`src/rtl/alu_pkg.sv`:
```
// alu_pkg: op codes, nibble count and FSM encoding shared by nibble_serial_alu and its slice.
package alu_pkg;
    localparam int NIBBLES = 8;
    localparam logic [2:0] OP_AND = 3'b000;
    localparam logic [2:0] OP_OR  = 3'b001;
    localparam logic [2:0] OP_ADD = 3'b010;
    localparam logic [2:0] OP_XOR = 3'b011;
    localparam logic [2:0] OP_NOR = 3'b100;
    localparam logic [2:0] OP_SUB = 3'b110;
    localparam logic [2:0] OP_SLT = 3'b111;
    typedef enum logic [1:0] {S_IDLE = 2'd0, S_RUN = 2'd1, S_DONE = 2'd2} state_t;
    function automatic logic is_arith(input logic [2:0] op);
        return op == OP_ADD || op == OP_SUB || op == OP_SLT;
    endfunction
endpackage

```
`src/rtl/nibble_serial_alu_cla.sv`:
```
// cla_4bit: 4-bit ALU slice with carry lookahead; the bit-3 carry-in tap exists only
// when SERIAL_ALU_OVERFLOW_EN is defined.
module cla_4bit
    import alu_pkg::*;
(
    input  logic [3:0] a_i,
    input  logic [3:0] b_i,
    input  logic [2:0] op_i,
    input  logic       cin_i,
    input  logic       less_i,
    output logic [3:0] y_o,
    output logic       cout_o
`ifdef SERIAL_ALU_OVERFLOW_EN
    ,
    output logic       c3_o
`endif
);
    logic [3:0] bb, g, p, sum;
    logic [4:0] c;
    always_comb begin
        bb   = (op_i == OP_SUB) ? ~b_i : b_i;
        g    = a_i & bb;
        p    = a_i ^ bb;
        c[0] = cin_i;
        c[1] = g[0] | (p[0] & c[0]);
        c[2] = g[1] | (p[1] & g[0]) | (p[1] & p[0] & c[0]);
        c[3] = g[2] | (p[2] & g[1]) | (p[2] & p[1] & g[0]) | (p[2] & p[1] & p[0] & c[0]);
        c[4] = g[3] | (p[3] & g[2]) | (p[3] & p[2] & g[1]) | (p[3] & p[2] & p[1] & g[0])
             | (p[3] & p[2] & p[1] & p[0] & c[0]);
        sum  = p ^ c[3:0];
        y_o  = (op_i == OP_AND) ? a_i & b_i :
               (op_i == OP_OR)  ? a_i | b_i :
               (op_i == OP_XOR) ? a_i ^ b_i :
               (op_i == OP_NOR) ? ~(a_i | b_i) :
               (op_i == OP_ADD || op_i == OP_SUB) ? sum :
               (op_i == OP_SLT) ? {3'b000, less_i} : 4'h0;
    end
    assign cout_o = c[4];
`ifdef SERIAL_ALU_OVERFLOW_EN
    assign c3_o = c[3];
`endif
endmodule

```
`src/rtl/nibble_serial_alu.sv`:
```
// nibble_serial_alu: 32-bit ALU evaluated one nibble per cycle through a single cla_4bit.
// SERIAL_ALU_OVERFLOW_EN enables signed overflow and the overflow-corrected SLT.
module nibble_serial_alu
    import alu_pkg::*;
(
    input  logic        clk,
    input  logic        rst,
    input  logic        start,
    input  logic [2:0]  op,
    input  logic [31:0] a,
    input  logic [31:0] b,
    output logic        busy,
    output logic        done,
    output logic [31:0] result,
    output logic        carry_out,
    output logic        overflow,
    output logic        zero
);
    state_t      state_q;
    logic [2:0]  idx_q, op_q;
    logic [31:0] a_q, b_q, result_q, res_d;
    logic [27:0] acc_q;
    logic        cy_q, carry_q, ov_q, zero_q;
    logic [2:0]  slice_op;
    logic [3:0]  y;
    logic        slice_cin, cout, ov_d, carry_d;
`ifdef SERIAL_ALU_OVERFLOW_EN
    logic        c3;
`endif
    cla_4bit u_slice (
        .a_i    (a_q[3:0]),
        .b_i    (b_q[3:0]),
        .op_i   (slice_op),
        .cin_i  (slice_cin),
        .less_i (1'b0),
        .y_o    (y),
        .cout_o (cout)
`ifdef SERIAL_ALU_OVERFLOW_EN
        ,
        .c3_o   (c3)
`endif
    );
    always_comb begin
        slice_op  = (op_q == OP_SLT) ? OP_SUB : op_q;
        slice_cin = (idx_q == 3'd0) ? (op_q == OP_SUB || op_q == OP_SLT) : cy_q;
`ifdef SERIAL_ALU_OVERFLOW_EN
        ov_d      = is_arith(op_q) & (c3 ^ cout);
`else
        ov_d      = 1'b0;
`endif
        carry_d   = is_arith(op_q) & cout;
        res_d     = (op_q == OP_SLT) ? {31'b0, y[3] ^ ov_d} : {y, acc_q};
    end
    // Operands shift right so the active nibble is always at bits 3:0.
    always_ff @(posedge clk) begin
        if (rst) begin
            state_q  <= S_IDLE;
            idx_q    <= '0;
            op_q     <= '0;
            a_q      <= '0;
            b_q      <= '0;
            acc_q    <= '0;
            cy_q     <= 1'b0;
            result_q <= '0;
            carry_q  <= 1'b0;
            ov_q     <= 1'b0;
            zero_q   <= 1'b0;
        end else begin
            case (state_q)
                S_IDLE: if (start) begin
                    a_q     <= a;
                    b_q     <= b;
                    op_q    <= op;
                    idx_q   <= '0;
                    cy_q    <= 1'b0;
                    state_q <= S_RUN;
                end
                S_RUN: begin
                    acc_q <= {y, acc_q[27:4]};
                    a_q   <= a_q >> 4;
                    b_q   <= b_q >> 4;
                    cy_q  <= cout;
                    idx_q <= idx_q + 3'd1;
                    if (idx_q == 3'(NIBBLES - 1)) begin
                        result_q <= res_d;
                        carry_q  <= carry_d;
                        ov_q     <= ov_d;
                        zero_q   <= (res_d == '0);
                        state_q  <= S_DONE;
                    end
                end
                S_DONE:  state_q <= S_IDLE;
                default: state_q <= S_IDLE;
            endcase
        end
    end
    assign busy      = (state_q != S_IDLE);
    assign done      = (state_q == S_DONE);
    assign result    = result_q;
    assign carry_out = carry_q;
    assign overflow  = ov_q;
    assign zero      = zero_q;
endmodule

```
`config.mk`:
```
export PLATFORM = sky130hd
export DESIGN_NAME = nibble_serial_alu
export DESIGN_NICKNAME = d
export VERILOG_FILES = /design/src/rtl/alu_pkg.sv /design/src/rtl/nibble_serial_alu_cla.sv /design/src/rtl/nibble_serial_alu.sv
export SDC_FILE = /design/constraint.sdc
export NUM_CORES = 1
export LEC_CHECK = 0
export CAP_MARGIN = 20
export CORE_AREA = 5 5 174 125
export CTS_BUF_LIST = sky130_fd_sc_hd__clkbuf_4 sky130_fd_sc_hd__clkbuf_8 sky130_fd_sc_hd__clkbuf_16
export CTS_CLUSTER_DIAMETER = 80
export DETAILED_ROUTE_END_ITERATION = 10
export DIE_AREA = 0 0 179 130
export SKIP_LAST_GASP = 1
export SYNTH_ARGS = -nofsm -noshare
export SYNTH_HDL_FRONTEND = slang
export SYNTH_SLANG_ARGS = --single-unit
export TNS_END_PERCENT = 20
```
`constraint.sdc`:
```
create_clock -name clk -period 3.4 [get_ports clk]
set_input_delay 0.34 -clock clk [delete_from_list [all_inputs] [get_ports clk]]
set_output_delay 0.34 -clock clk [all_outputs]
set_load 0.05 [all_outputs]
```
### Yosys cells after proc, flatten, opt, wreduce, memory -nomap -nowiden

Cells that the tools add are included.

* divide/modulo/power cells: 0
* bitwise logic cells: 35
* mux-type cells: 20
* shift-type cells: 0
* order comparisons: 0
* $add $sub $neg: 1
* reduce and logical (&&, ||, !) cells: 14
* equality and inequality tests: 13
* multipliers: 0

Operator list (number)
* $pmux 32 s2: 2
* $mux 32: 3
* $logic_not 32->1: 1
* $mux 4: 6
* $and 1x1->1: 17
* $eq 3x3->1 const B: 5
* $xor 4x4->4: 3
* $or 1x1->1: 10
* $eq 3x2->1 const B: 3
* $and 4x4->4: 2
* $not 4->4: 2
* $reduce_and 2->1: 4
* $logic_not 3->1: 2
* $mux 3: 2
* $pmux 3 s2: 1
* $logic_or 1x1->1: 4
* $mux 2: 2
* $ne 2x2->1 const B: 2
* $or 4x4->4: 1
* $pmux 2 s2: 1
* $reduce_bool 2->1: 2
* $add 3x1->3 const B: 1
* $eq 3x1->1 const B: 1
* $eq 2x1->1 const B: 1
* other kinds (4): 5

* memories: 0
* RAM bits: 0
* flip-flop bits (word level): 135
* bits in latches: 0
* ROM bits: 0

### Logic depth before layout (Yosys ltp)

* depth in word-level cells: 17
* gate-level depth with buffers: 12

### Cells and area by module

From an unflattened synthesis, not the netlist that was laid out.

* cells, all modules: 731
* area total of the unflattened synthesis: 6119.6 µm²

By module, submodules not included
* nibble_serial_alu: area an instance 5565.3 µm², cells each 658, seq. area each 2702.6 µm², instances 1
* cla_4bit: area an instance 554.3 µm², cells each 73, seq. area each 0.0 µm², instances 1

### Worst setup path after synthesis

OpenSTA, ideal clock, no wires.

* path kind: register to register
* start: reg op_q[1]
* end: reg zero_q, in the netlist zero
* arrival: 2.651 ns
* buffers on the path: 2
* clock period less this slack: 2.720 ns
* path slack: 0.680 ns
* cell stages (with the launch flop): 12
* cells stage by stage: dfxtp_1 buf_4 clkbuf_1 nand2_1 xnor2_1 ha_1 and2_1 a221oi_2 mux2i_1 a211oi_2 o41a_1 o21ai_1

* longest elaborated chain between the ends: 17
* elaborated cells between the ends (all ways): 38
* those cells by class: eq/ne (7); mux (9); bitwise (18); reduce/logical (4)

Ends and longest elaborated chain
* from (decl): RTL line nibble_serial_alu.sv:20 `logic [2:0] idx_q, op_q;`
* from (signal assigned): RTL line nibble_serial_alu.sv:73 `op_q <= op;`
* $eq 3x3->1: RTL line nibble_serial_alu.sv:44, nibble_serial_alu.sv:45, nibble_serial_alu.sv:52
* $mux 3: RTL line nibble_serial_alu.sv:44 `slice_op = (op_q == OP_SLT) ? OP_SUB : op_q;`
* $eq 3x3->1: RTL line nibble_serial_alu_cla.sv:21, nibble_serial_alu_cla.sv:35
* $mux 4: RTL line nibble_serial_alu_cla.sv:21 `bb = (op_i == OP_SUB) ? ~b_i : b_i;`
* $xor 4x4->4 / $and 4x4->4 (equally long branches): RTL line nibble_serial_alu_cla.sv:23, nibble_serial_alu_cla.sv:22
* $and 1x1->1: RTL line nibble_serial_alu_cla.sv:27 `c[3] = g[2] | (p[2] & g[1]) | (p[2] & p[1] & g[0]) | (p[2] & p[1] & p[0] & c[0]);`
* $or 1x1->1 / $and 1x1->1 (equally long branches) (2 in series): RTL line nibble_serial_alu_cla.sv:27
* $or 1x1->1: RTL line nibble_serial_alu_cla.sv:27
* $xor 4x4->4: RTL line nibble_serial_alu_cla.sv:30 `sum = p ^ c[3:0];`
* $mux 4: RTL line nibble_serial_alu_cla.sv:35 `(op_i == OP_ADD || op_i == OP_SUB) ? sum :`
* $mux 4: RTL line nibble_serial_alu_cla.sv:34 `(op_i == OP_NOR) ? ~(a_i | b_i) :`
* $mux 4: RTL line nibble_serial_alu_cla.sv:33 `(op_i == OP_XOR) ? a_i ^ b_i :`
* $mux 4: RTL line nibble_serial_alu_cla.sv:32 `(op_i == OP_OR) ? a_i | b_i :`
* $mux 4: RTL line nibble_serial_alu_cla.sv:31 `y_o = (op_i == OP_AND) ? a_i & b_i :`
* $mux 32 (*): RTL line nibble_serial_alu.sv:52 `res_d = (op_q == OP_SLT) ? {31'b0, y[3] ^ ov_d} : {y, acc_q};`
* $logic_not 32->1 (*): RTL line nibble_serial_alu.sv:88 `zero_q <= (res_d == '0);`
* to (signal assigned): RTL line nibble_serial_alu.sv:88
* to (decl): RTL line nibble_serial_alu.sv:23 `logic cy_q, carry_q, ov_q, zero_q;`

Mark *: on every way between the ends. The rest lies on a longest branch, timed or not.
A chain may end at the register's enable or synchronous reset.

### Worst setup path after layout

* start: reg op_q[2]
* end: reg zero_q, in the netlist zero

The elaborated chain is that of the path after synthesis.

==> flow_summary.json <==
{
  "max_cap_violations": 0,
  "critical_path.max_stage_delay_ns": 0.43,
  "drt_iter0_drc": 467,
  "hold_violations": 0,
  "grt_start_max_net_pins": 86,
  "synth_cell_types": 45,
  "layout_common_cells": "191 x sky130_fd_sc_hd__nand2_1, 135 x sky130_fd_sc_hd__dfxtp_1, 104 x sky130_fd_sc_hd__clkdlybuf4s50_1",
  "layout_min_cycle_time_ns": 2.561,
  "routed_wirelength_um": 16180,
  "seq_area_um2": 2703,
  "path_clk_slew_ns": 0.06,
  "cts_buffers": 17,
  "antenna-diode-count": 0,
  "worst_setup_path_startpoint": "op_q[2]",
  "worst-path-max-fanout": 4,
  "critical_path.startpoint_type": "flop",
  "wire_per_inst_um": 14.81,
  "antenna_violations_before_repair": 0,
  "route.detailed.vias_per_inst": 4.806,
  "layout-drive-gt1-share_pct": 7.290,
  "finalSetupViolCount": 0,
  "synth_edf_count": 0,
  "synthArstFlopShare_pct": 0,
  "rsz0062_at_grt": "no",
  "timing_worst_slew_pin_value_ns": 0.9206,
  "synth_top_cell_by_area": "sky130_fd_sc_hd__dfxtp_1",
  "worst_hold_startpoint": "b_q[29]",
  "cts-hold-fix-buffers": 0,
  "postCtsSetupRepairBufs": 0,
  "placementRows": 43,
  "final_core_utilization_pct": 39.59,
  "gr-usage-all-layers_pct": 14.58,
  "synth_sequential_area_ratio_pct": 46.10,
  "worst_r2r_startpoint": "op_q[2]",
  "yosys.area.top_type_share_pct": 46.10,
  "drt_pre_antenna_iters": 5,
  "clk_latency_ns": 0.42,
  "worst_clk_skew_ns": 0.009431,
  "synthesis.area_um2": 5862,
  "cp_data_required_time_ns": 3.74,
  "die_w_um": 179,
  "cts_max_level": 4,
  "vias": 5253,
  "drc": 0,
  "yosys_most_used_dff": "sky130_fd_sc_hd__dfxtp_1",
  "wire_length_of_the_first_global_routing_pass_um": 26910,
  "synthesis.nets": 824,
  "clock_tree_from_tritoncts": "built",
  "final_common_cell": "sky130_fd_sc_hd__nand2_1",
  "leakage_nw": 2.875,
  "synth.area.top_cells": "sky130_fd_sc_hd__dfxtp_1 46%, sky130_fd_sc_hd__nand2_1 12%, sky130_fd_sc_hd__a311oi_1 8.4%",
  "report.final.slew_viol_count": 0,
  "dp_hpwl_um": 10840,
  "grt_pass1_vias": 5061,
  "tritoncts_num_sinks": 135,
  "core-area_um2": 19750,
  "clock_tree.buffer_depth": 2,
  "cp_slowest_cell": "sky130_fd_sc_hd__o41a_1",
  "vdd_drop_max_v": 0.0002741,
  "power_density_nw_per_um2": 562.5,
  "synth-warning-count": 0,
  "max-slew-margin-rel_pct": 38.62,
  "nNetsFinal": 898,
  "floorplan.io_pins": 107,
  "path_buf_inv": 0,
  "outcome": "complete, no violations",
  "min_period_over_period_pct": 75.32,
  "family_of_cells_with_the_greatest_summed_delay_on_the_critical_path": "compound AO/OA/AOI/OAI gates",
  "critical_path.endpoint_type": "flop",
  "antenna_violating_nets_post_route": 0,
  "worstPathCellList": "nand2_1, xnor2_1, ha_1, and2_1, a221oi_2, mux2i_1, a211oi_2, o41a_1, o21ai_1",
  "die_height_um": 130,
  "grt_remaining_overflow": 0,
  "initial_core_util_pct": 29.69,
  "io_buffer_count": 105,
  "layout-area-overhead-vs-synth_pct": 33.34,
  "n_fill_cell": 2018,
  "syn_area_per_cell_um2": 7.965,
  "multi_input_comb_area_um2": 2859,
  "synth_seq_cells": 135,
  "cts_repair_resize_count": 0,
  "cts.root.buffer_cell": "sky130_fd_sc_hd__clkbuf_16",
  "globalplace.congestion": 0.7900,
  "setup_tns_ns": 0,
  "critical_path_arrival_ns": 2.90,
  "min-delay-path-class": "flop to flop",
  "die_area_um2": 23270,
  "achievable-frequency_ghz": 0.3905,
  "worstSetupPathType": "flop to flop",
  "syn-instance-count": 736
}
cells by family after synthesis:
group                      share of synthesized area, %
xor gates and xnor gates                         0.8965
AOI/OAI and AO/OA                                 19.72
other                                           0.06397
DFF                                               46.10
buffers and inverters                             5.357
and+or+nand+nor                                   22.77
adders and majority gates                         3.970
muxes                                             1.110
through the flow:
step                      instance area, µm²  setup WS [ns]  total power, W  hold slack [ns]  instances
after CTS                               7816         0.8641        0.004437           0.4471       1093
final                                   7816         0.8391        0.004397           0.4677       1093
after global placement                  7114         0.9331        0.002239           0.4582       1061
after floorplan                         5862         0.6802        0.002063           0.4483        736
after detailed placement                7114         0.8914        0.002242           0.4608       1061
after global routing                    7816         0.6807        0.004586           0.4668       1093
cell usage after synthesis (2+ instances only):
library cell	count
sky130_fd_sc_hd__nand2_1	192
sky130_fd_sc_hd__dfxtp_1	135
sky130_fd_sc_hd__nor2_1	102
sky130_fd_sc_hd__a311oi_1	56
sky130_fd_sc_hd__clkbuf_1	53
sky130_fd_sc_hd__a21oi_1	50
sky130_fd_sc_hd__a22oi_1	29
sky130_fd_sc_hd__ha_1	17
sky130_fd_sc_hd__inv_1	15
sky130_fd_sc_hd__nand3_1	14
sky130_fd_sc_hd__nor4_1	7
sky130_fd_sc_hd__o21ai_0	7
sky130_fd_sc_hd__buf_2	5
sky130_fd_sc_hd__xnor2_1	5
sky130_fd_sc_hd__nand2b_1	4
sky130_fd_sc_hd__a21o_1	3
sky130_fd_sc_hd__nor3_1	3
sky130_fd_sc_hd__o21a_1	3
sky130_fd_sc_hd__a211oi_2	2
sky130_fd_sc_hd__and2_1	2
sky130_fd_sc_hd__buf_1	2
sky130_fd_sc_hd__buf_4	2
sky130_fd_sc_hd__mux2i_1	2
sky130_fd_sc_hd__mux4_2	2
sky130_fd_sc_hd__nor2b_1	2
sky130_fd_sc_hd__o22ai_1	2
sky130_fd_sc_hd__or2_2	2
cell type report:
cell class	instances	share of cell area, %
Multi-Input combinational cell	523	36.58
Sequential cell	135	34.58
Timing Repair Buffer	118	14.82
Clock buffer	20	5.811
Tap cell	270	4.322
Clock inverter	12	3.170
Inverter	15	0.7203
path summary, 6_finish.rpt:
kind	to	slack, ns	depth (start not counted)
max	zero	0.84	9
min	b_q[29]	0.47	2
max reg2reg	zero	0.84	9
min reg2reg	b_q[29]	0.47	2
sequential cells by signal, indices dropped and copies added, names as in the netlist, 2 cells and up:
signal   count
a_q         32
acc_q       28
b_q         32
idx_q        3
op_q         3
result      32
state_q      2
routing by layer:
metal	wire length [µm]	part of all wire (%)	global-route usage (%)	vias up
met5	0	0	0	-
met3	1258	7.8	5.589	6
met4	83	0.51	4.285	0
met2	6290	39	19.09	136
met1	8549	53	21.81	2427
li1	-	-	-	2684
power breakdown:
| part | total, W | switching [W] | internal (W) |
|---|---|---|---|
| combinational | 0.000490 | 0.000276 | 0.000213 |
| clock | 0.00219 | 0.000702 | 0.00149 |
| sequential | 0.00172 | 0.0000562 | 0.00166 |
| total | 0.00440 | 0.00103 | 0.00336 |
worst min-delay path, cell delays in order, from the launching register on:
cell and delay [ns]:
sky130_fd_sc_hd__dfxtp_1 0.31, sky130_fd_sc_hd__nand3_1 0.06, sky130_fd_sc_hd__a21oi_1 0.06
Power figures use the tool's default switching activity.
